$ cat src/rtl/aes_inv_cipher.sv
// aes_inv_cipher: iterative AES-128 decryption, one inverse round per clock, valid/ready on both sides.
// Optional AES_INV_KEYLATCH_EN: key and round keys are registered at accept so upstream may move on.
module aes_inv_cipher #(
  parameter int NUM_ROUNDS = 10
) (
  input  logic              clk,
  input  logic              rst_n,
  input  logic              in_valid,
  output logic              in_ready,
  input  logic [15:0][7:0]  cipher,
  input  logic [15:0][7:0]  key,
  input  logic [159:0][7:0] roundkeys,
  output logic              out_valid,
  input  logic              out_ready,
  output logic [15:0][7:0]  plain,
  output logic              busy
);

  if (NUM_ROUNDS != 10) begin : g_bad_rounds
    $error("aes_inv_cipher supports only NUM_ROUNDS = 10");
  end

  // Handshake: a transfer happens on a rising edge where valid and ready are both high.
  typedef enum logic [1:0] {IDLE, ROUND, FINAL, DONE} state_e;

  localparam logic [2047:0] INV_SBOX = {
    128'h52096ad53036a538bf40a39e81f3d7fb, 128'h7ce339829b2fff87348e4344c4dee9cb,
    128'h547b9432a6c2233dee4c950b42fac34e, 128'h082ea16628d924b2765ba2496d8bd125,
    128'h72f8f66486689816d4a45ccc5d65b692, 128'h6c704850fdedb9da5e154657a78d9d84,
    128'h90d8ab008cbcd30af7e45805b8b34506, 128'hd02c1e8fca3f0f02c1afbd0301138a6b,
    128'h3a9111414f67dcea97f2cfcef0b4e673, 128'h96ac7422e7ad3585e2f937e81c75df6e,
    128'h47f11a711d29c5896fb7620eaa18be1b, 128'hfc563e4bc6d279209adbc0fe78cd5af4,
    128'h1fdda8338807c731b11210592780ec5f, 128'h60517fa919b54a0d2de57a9f93c99cef,
    128'ha0e03b4dae2af5b0c8ebbb3c83539961, 128'h172b047eba77d626e169146355210c7d
  };

  function automatic logic [7:0] inv_sub_byte(input logic [7:0] x);
    logic [10:0] idx;
    idx = {x, 3'b000};
    return INV_SBOX[11'd2047 - idx -: 8];
  endfunction

  function automatic logic [7:0] xt(input logic [7:0] b);
    return {b[6:0], 1'b0} ^ (b[7] ? 8'h1b : 8'h00);
  endfunction

  // Element (r,c) sits at byte 15-(4r+c); row r rotates right by r.
  function automatic logic [127:0] inv_shift_rows(input logic [127:0] s);
    logic [127:0] o;
    o = '0;
    for (int r = 0; r < 4; r++)
      for (int c = 0; c < 4; c++)
        o[8*(15-(4*r+c)) +: 8] = s[8*(15-(4*r+((c-r+4)%4))) +: 8];
    return o;
  endfunction

  function automatic logic [127:0] inv_sub_bytes(input logic [127:0] s);
    logic [127:0] o;
    o = '0;
    for (int i = 0; i < 16; i++)
      o[8*i +: 8] = inv_sub_byte(s[8*i +: 8]);
    return o;
  endfunction

  function automatic logic [127:0] inv_mix_columns(input logic [127:0] s);
    logic [127:0] o;
    logic [7:0]   a [4];
    logic [7:0]   m9 [4];
    logic [7:0]   mb [4];
    logic [7:0]   md [4];
    logic [7:0]   me [4];
    logic [7:0]   x2, x4, x8;
    o = '0;
    for (int c = 0; c < 4; c++) begin
      for (int r = 0; r < 4; r++) begin
        a[r]  = s[8*(15-(4*r+c)) +: 8];
        x2    = xt(a[r]);
        x4    = xt(x2);
        x8    = xt(x4);
        m9[r] = x8 ^ a[r];
        mb[r] = x8 ^ x2 ^ a[r];
        md[r] = x8 ^ x4 ^ a[r];
        me[r] = x8 ^ x4 ^ x2;
      end
      o[8*(15-c)  +: 8] = me[0] ^ mb[1] ^ md[2] ^ m9[3];
      o[8*(11-c)  +: 8] = m9[0] ^ me[1] ^ mb[2] ^ md[3];
      o[8*(7-c)   +: 8] = md[0] ^ m9[1] ^ me[2] ^ mb[3];
      o[8*(3-c)   +: 8] = mb[0] ^ md[1] ^ m9[2] ^ me[3];
    end
    return o;
  endfunction

  state_e        st_q;
  logic [3:0]    rcnt_q;
  logic [127:0]  data_q, plain_q;
  logic          in_ready_q, out_valid_q, busy_q;
  logic          accept;
  logic [1279:0] rk_live, rk_use;
  logic [127:0]  key_use, rk10, rk_cur, sub_sr, round_d, final_d;
  logic [127:0]  rk_arr [16];

  assign accept  = in_valid && in_ready_q;
  assign rk_live = roundkeys;
  assign rk10    = rk_live[1279 -: 128];

`ifdef AES_INV_KEYLATCH_EN
  logic [127:0]  key_q;
  logic [1279:0] rk_q;

  always_ff @(posedge clk) begin
    if (!rst_n) begin
      key_q <= '0;
      rk_q  <= '0;
    end else if (accept) begin
      key_q <= key;
      rk_q  <= rk_live;
    end
  end

  assign key_use = key_q;
  assign rk_use  = rk_q;
`else
  assign key_use = key;
  assign rk_use  = rk_live;
`endif

  // Round k key lives at bits [128k-1 -: 128]; unused slots read as zero.
  always_comb begin
    for (int k = 0; k < 16; k++) rk_arr[k] = '0;
    for (int k = 1; k <= 10; k++) rk_arr[k] = rk_use[128*(k-1) +: 128];
  end

  assign rk_cur  = rk_arr[rcnt_q];
  assign sub_sr  = inv_sub_bytes(inv_shift_rows(data_q));
  assign round_d = inv_mix_columns(sub_sr ^ rk_cur);
  assign final_d = sub_sr ^ key_use;

  always_ff @(posedge clk) begin
    if (!rst_n) begin
      st_q        <= IDLE;
      rcnt_q      <= 4'd0;
      data_q      <= '0;
      plain_q     <= '0;
      in_ready_q  <= 1'b1;
      out_valid_q <= 1'b0;
      busy_q      <= 1'b0;
    end else begin
      case (st_q)
        IDLE: begin
          if (accept) begin
            data_q     <= cipher ^ rk10;
            rcnt_q     <= 4'd9;
            st_q       <= ROUND;
            in_ready_q <= 1'b0;
            busy_q     <= 1'b1;
          end
        end
        ROUND: begin
          data_q <= round_d;
          rcnt_q <= rcnt_q - 4'd1;
          if (rcnt_q == 4'd1) st_q <= FINAL;
        end
        FINAL: begin
          data_q      <= final_d;
          plain_q     <= final_d;
          st_q        <= DONE;
          busy_q      <= 1'b0;
          out_valid_q <= 1'b1;
        end
        DONE: begin
          if (out_ready) begin
            st_q        <= IDLE;
            out_valid_q <= 1'b0;
            in_ready_q  <= 1'b1;
          end
        end
        default: st_q <= IDLE;
      endcase
    end
  end

  assign in_ready  = in_ready_q;
  assign out_valid = out_valid_q;
  assign busy      = busy_q;
  assign plain     = plain_q;

endmodule

$ cat config.mk
export PLATFORM = sky130hd
export DESIGN_NAME = aes_inv_cipher
export DESIGN_NICKNAME = d
export VERILOG_FILES = /design/src/rtl/aes_inv_cipher.sv
export SDC_FILE = /design/constraint.sdc
export NUM_CORES = 2
export LEC_CHECK = 0
export CAP_MARGIN = 0
export CELL_PAD_IN_SITES_DETAIL_PLACEMENT = 0
export CELL_PAD_IN_SITES_GLOBAL_PLACEMENT = 1
export CORE_AREA = 5 5 655 657
export DETAILED_ROUTE_END_ITERATION = 8
export DIE_AREA = 0 0 660 662
export HOLD_SLACK_MARGIN = 0.15
export PLACE_DENSITY = 0.54
export SYNTH_ARGS = -nofsm -noshare
export SYNTH_HDL_FRONTEND = slang
export SYNTH_SLANG_ARGS = --single-unit
export TNS_END_PERCENT = 20
$ cat constraint.sdc
create_clock -name clk -period 5.2 [get_ports clk]
set_input_delay 1.56 -clock clk [delete_from_list [all_inputs] [get_ports clk]]
set_output_delay 1.56 -clock clk [all_outputs]
set_load 0.02 [all_outputs]
# Word level (Yosys, flattened, before mapping)
# Index checks and enable logic that the tools add are counted.
# word_totals
ff_bits	265
out_inout_bits	131
# op_classes
n_addsub	17
magnitude_cmp	1
eq_ne	7
shift	16
muxes	66
bitwise_logic	196
n_reduce_logical	13
# ops
operator	count
2055-bit by 12-bit variable part select with 8-bit output, first input constant	16
8-bit XOR	144
128-bit binary-select mux with 4-bit select	1
128-bit 2-to-1 mux	3
128-bit case mux with 3 select lines	1
128-bit XOR	3
8-bit by 5-bit XOR with 8-bit output	48
5-bit 2-to-1 mux	48
11-bit subtractor, first input constant	16
2-bit case mux with 4 select lines	1
4-bit case mux with 2 select lines	1
2-bit AND reduction	4
2-bit nonzero test	4
2-bit 2-to-1 mux	3
2-bit inequality test, second input constant	3
1-bit case mux with 2 select lines	3
3-bit AND reduction	2
5-bit >= comparator, second input constant	1
4-bit inverter with 5-bit output	1
2-bit equality test, second input constant	2
4-bit by 1-bit equality test with 1-bit output, second input constant	1
1-bit 2-to-1 mux	4
4-bit 2-to-1 mux	1
4-bit by 1-bit subtractor with 4-bit output, second input constant	1
other kinds (4)	4

# Longest topological paths before layout
# depth
ltp_word	17
depth_mapped	22

# Worst setup path before layout
# OpenSTA, ideal clock, no wires.
# synth_timing
path_type	flip-flop to flip-flop
start	register data_q[65]
end	register data_q[29]
setup_time_ps	112
arrival_ps	4986
required_time_ps	5088
path_slack_ps	101
path_stages_with_launch	16
path_cell_list	dfxtp_1 -> clkbuf_1 -> inv_1 -> ha_1 -> nand2b_2 -> mux4_2 -> mux4_2 -> a221oi_2 -> xnor2_1 -> xnor3_1 -> xor2_1 -> xnor2_1 -> xnor3_1 -> xnor2_1 -> a21oi_1 -> a2111oi_1
# synth_via
elab_chain_cells	13
word_cells_on_any_way	14
cone_classes	1 x add/sub; 1 x shift; 3 x mux; 9 x bitwise
# synth_rtl
element	line_no	rtl
start: declaration	95	logic [127:0] data_q, plain_q;
start signal: assignment	151	data_q <= cipher ^ rk10;
start signal: assignment	159	data_q <= round_d;
start signal: assignment	164	data_q <= final_d;
11-bit subtractor *	40	return INV_SBOX[11'd2047 - idx -: 8];
2055-bit by 12-bit variable part select with 8-bit output *	40	
128-bit XOR *	135	assign round_d = inv_mix_columns(sub_sr ^ rk_cur);
5-bit 2-to-1 mux / 8-bit by 5-bit XOR with 8-bit output (equally long branches)	44	return {b[6:0], 1'b0} ^ (b[7] ? 8'h1b : 8'h00);
8-bit by 5-bit XOR with 8-bit output / 5-bit 2-to-1 mux (equally long branches)	44	
8-bit by 5-bit XOR with 8-bit output (2 in series)	44	
8-bit XOR	82	md[r] = x8 ^ x4 ^ a[r];
8-bit XOR *	82	
8-bit XOR * (3 in series)	88	o[8*(3-c) +: 8] = mb[0] ^ md[1] ^ m9[2] ^ me[3];
128-bit case mux with 3 select lines *	148	case (st_q)
# Every way passes the cells marked *; elsewhere a longest branch is shown, timed or not.
# A chain may end at the register's enable or synchronous reset.

# Final worst setup path
# layout_timing
start	register rcnt_q[0]
end	register data_q[48]
# layout_via
elab_chain_cells	15
word_cells_on_any_way	36
cone_classes	12 x mux; 24 x bitwise
# layout_rtl
element	line_no	rtl
start: declaration	94	logic [3:0] rcnt_q;
start signal: assignment	160	rcnt_q <= rcnt_q - 4'd1;
4-bit inverter with 5-bit output (not written as such) *	133	assign rk_cur = rk_arr[rcnt_q];
128-bit binary-select mux with 4-bit select *	133	
128-bit 2-to-1 mux (not written as such) * (2 in series)	133	
128-bit XOR *	135	
8-bit by 5-bit XOR with 8-bit output (2 in series)	44	
5-bit 2-to-1 mux	44	
8-bit by 5-bit XOR with 8-bit output	44	
8-bit XOR (2 in series)	82	
8-bit XOR (2 in series)	87	o[8*(7-c) +: 8] = md[0] ^ m9[1] ^ me[2] ^ mb[3];
8-bit XOR *	87	
128-bit case mux with 3 select lines *	148	
# Every way passes the cells marked *; elsewhere a longest branch is shown, timed or not. The select of a mux whose other input is x is not followed.

==> results.sh <==
export IMPL_synth_seq_cells=265
export IMPL_synth_edf_count=0
export IMPL_grt_pass1_wl_um=1380000
export IMPL_num_rows=239
export IMPL_maxSlewViolCount=0
export IMPL_port_buffers=1670
export IMPL_synthAdderAreaFrac=0.0396
export IMPL_synthCells=12600
export IMPL_synth_top_family_by_area="compound AO/OA/AOI/OAI gates"
export IMPL_yosysSeqAreaShare=0.0596
export IMPL_cts_made_buffers=51
export IMPL_startpoint="rcnt_q[0]$_SDFFE_PN0P_"
export IMPL_min_path_type="register to register"
export IMPL_r2r_setup_slack_ns=-0.16
export IMPL_worstPathMaxFanout=29
export IMPL_crit_family="compound AO/OA/AOI/OAI gates"
export IMPL_area_growth_syn_to_layout_pct=55.7
export IMPL_grt_max_degree=95
export IMPL_clock_latency_ns=0.84
export IMPL_antenna_found_initial=552
export IMPL_final_nets=17700
export IMPL_grt_pass1_vias=124000
export IMPL_die_h_um=662
export IMPL_path_class="register to register"
export IMPL_syn_area_mm2=0.0891
export IMPL_initialDrtViolationCount=20600
export IMPL_max_freq_mhz=186
export IMPL_first_pass_iters=6
export IMPL_violations="max-capacitance violations, negative setup slack"
export IMPL_synth_xor_area_share=0.131
export IMPL_hold_viol=0
export IMPL_synth_area_per_cell_um2=7.08
export IMPL_io_pins=1671
export IMPL_status="finished, violations left"
export IMPL_coreArea_mm2=0.422
export IMPL_initial_core_util=0.211
export IMPL_critPathArrivalTime_ns=5.94
export IMPL_gp_routability_congestion=1.09
export IMPL_cts_root_buf="clkbuf_16"
export IMPL_min_period_ns=5.36
export IMPL_globalRouteOverflowTotal=0
export IMPL_cp_end_kind="register"
export IMPL_final_cell_area_mm2=0.139
export IMPL_cp_slowest_cell="a221oi_1"
export IMPL_holdCritStartpoint="plain[24]$_SDFFE_PN0P_"
export IMPL_crit_path_start_kind="register"
export IMPL_ant_nets=0
export IMPL_layout_commonest_cell="buf_4"
export IMPL_synth_simple_area_share=0.226
export IMPL_clockBufferDepth=3
export IMPL_synthFlopType="dfxtp_1"
export IMPL_dieArea_mm2=0.437
export IMPL_synth_nets=14400
export IMPL_hpwl_um=927000
export IMPL_path_cells="buf_4 > buf_4 > mux2_2 > a221oi_1 > o32ai_1 > xor2_2 > buf_4 > xnor2_1 > xor2_1 > xnor2_1 > xnor2_2 > buf_4 > a21oi_1 > buf_4 > o21ai_0"
export IMPL_synth_compound_area_frac=0.359
export IMPL_ys_async_sr_fraction=0
export IMPL_drc=0
export IMPL_fin_worst_skew_ns=0.0786
export IMPL_clk_pin_slew_ns=0.09
export IMPL_final_setup_tns_ns=-0.796
export IMPL_die_w_um=660
export IMPL_yosysWarnings=0
export IMPL_routedWlPerCell_um=48.0
export IMPL_slowest_delay_ns=0.70
export IMPL_clock_sinks=265
export IMPL_timing_final_ws_setup_ns=-0.162
export IMPL_whs_ns=0.463
export IMPL_place_area_mm2=0.133
export IMPL_worst_path_most_repeated_cell="buf_4"
export IMPL_layout_drive_gt1_share=0.253
export IMPL_maxCapViolCount=1
export IMPL_viasPerCell=6.00
export IMPL_utilization=0.328
export IMPL_final_cell_mix="buf_4 (2,730), clkdlybuf4s50_1 (1,669), a21oi_1 (1,083)"
export IMPL_required_ns=5.78
export IMPL_cts_tree="yes"
export IMPL_vias=137000
export IMPL_fin_crit_sh=1.03
export IMPL_reg2reg_from="rcnt_q[0]$_SDFFE_PN0P_"
export IMPL_synthMuxAreaShare=0.0966
export IMPL_grt_usage=0.476
export IMPL_slew_headroom=0.0118
export IMPL_rsz0062_at_grt="yes"
export IMPL_tightest_slew_ns=1.47
export IMPL_synthDistinctLibCells=128
export IMPL_drt_wl_total_um=1100000
export IMPL_setup_viol=15
export IMPL_worstPathBufferInverterCount=5
export IMPL_cts_max_level=2
-- cell usage after synthesis, drive strengths merged, types with 196 or more instances --
master     n  area, µm²
xor2     496       4600
xnor2    620       5580
a211oi   313       2410
clkbuf   619       2330
a21oi   1087       5440
dfxtp    265       5310
nand2b   488       3060
buf      789       4720
o21ai    814       4070
nand2   1059       3990
nor2     896       3380
mux4     219       4930
a31oi    208       1300
a221oi   196       1740
nor3     344       1720
ha       282       3530
nand3    293       1470
nor2b    283       1770
o211ai   205       1540
-- cell families after synthesis --
logic type / Yosys count
AOI/OAI and AO/OA: 4608
and+or+nand+nor: 4060
buffers and inverters: 1616
xor gates and xnor gates: 1180
muxes: 566
adders and majority gates: 282
DFF: 265
-- timing repair --
action | 4_1_cts | 5_1_grt
pin swaps | 3 | 16
buffers inserted | 0 | 10
hold buffers | 0 | 0
resized for setup | 54 | 117
setup endpoints to repair | 82 | 86
-- worst paths after layout --
path,end,depth (start not counted)
worst max-delay path,data_q[48]$_SDFFE_PN0P_,15
worst min register to register,plain[24]$_SDFFE_PN0P_,2
worst min-delay path,plain[24]$_SDFFE_PN0P_,2
worst max register to register,data_q[48]$_SDFFE_PN0P_,15
-- routing by layer --
metal | routed length, µm | up-vias | GRT usage
met5 | 1430 | - | 0.0157
met4 | 145000 | 148 | 0.539
met3 | 110000 | 2619 | 0.153
met2 | 451000 | 10200 | 0.669
met1 | 392000 | 68700 | 0.533
li1 | - | 55700 | -
-- through the flow --
stage / setup WS [ns] / std cells
floorplan: 0.101 / 12600
global placement: -1.40 / 21500
detailed placement: -1.41 / 21500
CTS: 0.0130 / 21600
global route: -0.0808 / 22700
finish: -0.162 / 22900
-- state kept, by name, summed over array words and instances, names as in the netlist --
signal / cells
rcnt_q: 4
st_q: 2
out_valid: 1
plain: 128
busy: 1
in_ready: 1
data_q: 128
-- tightest hold or removal path, stage by stage, from the launching register on --
cell,delay (ns)
dfxtp_1,0.31
nand2_1,0.06
a21oi_1,0.05
-- layout make-up --
cell class | count | area (µm²)
fill | 46800 | 284000
multi-input combinational | 10700 | 77100
timing repair buffer | 4703 | 43200
tap | 5663 | 7090
sequential | 265 | 5470
antenna | 1276 | 3190
clock buffer | 71 | 1490
inverter | 208 | 810
clock inverter | 25 | 300
Power is left out: the tool's default activity adds up to more than one toggle a clock period on the data nets, which glitch-free logic cannot reach.
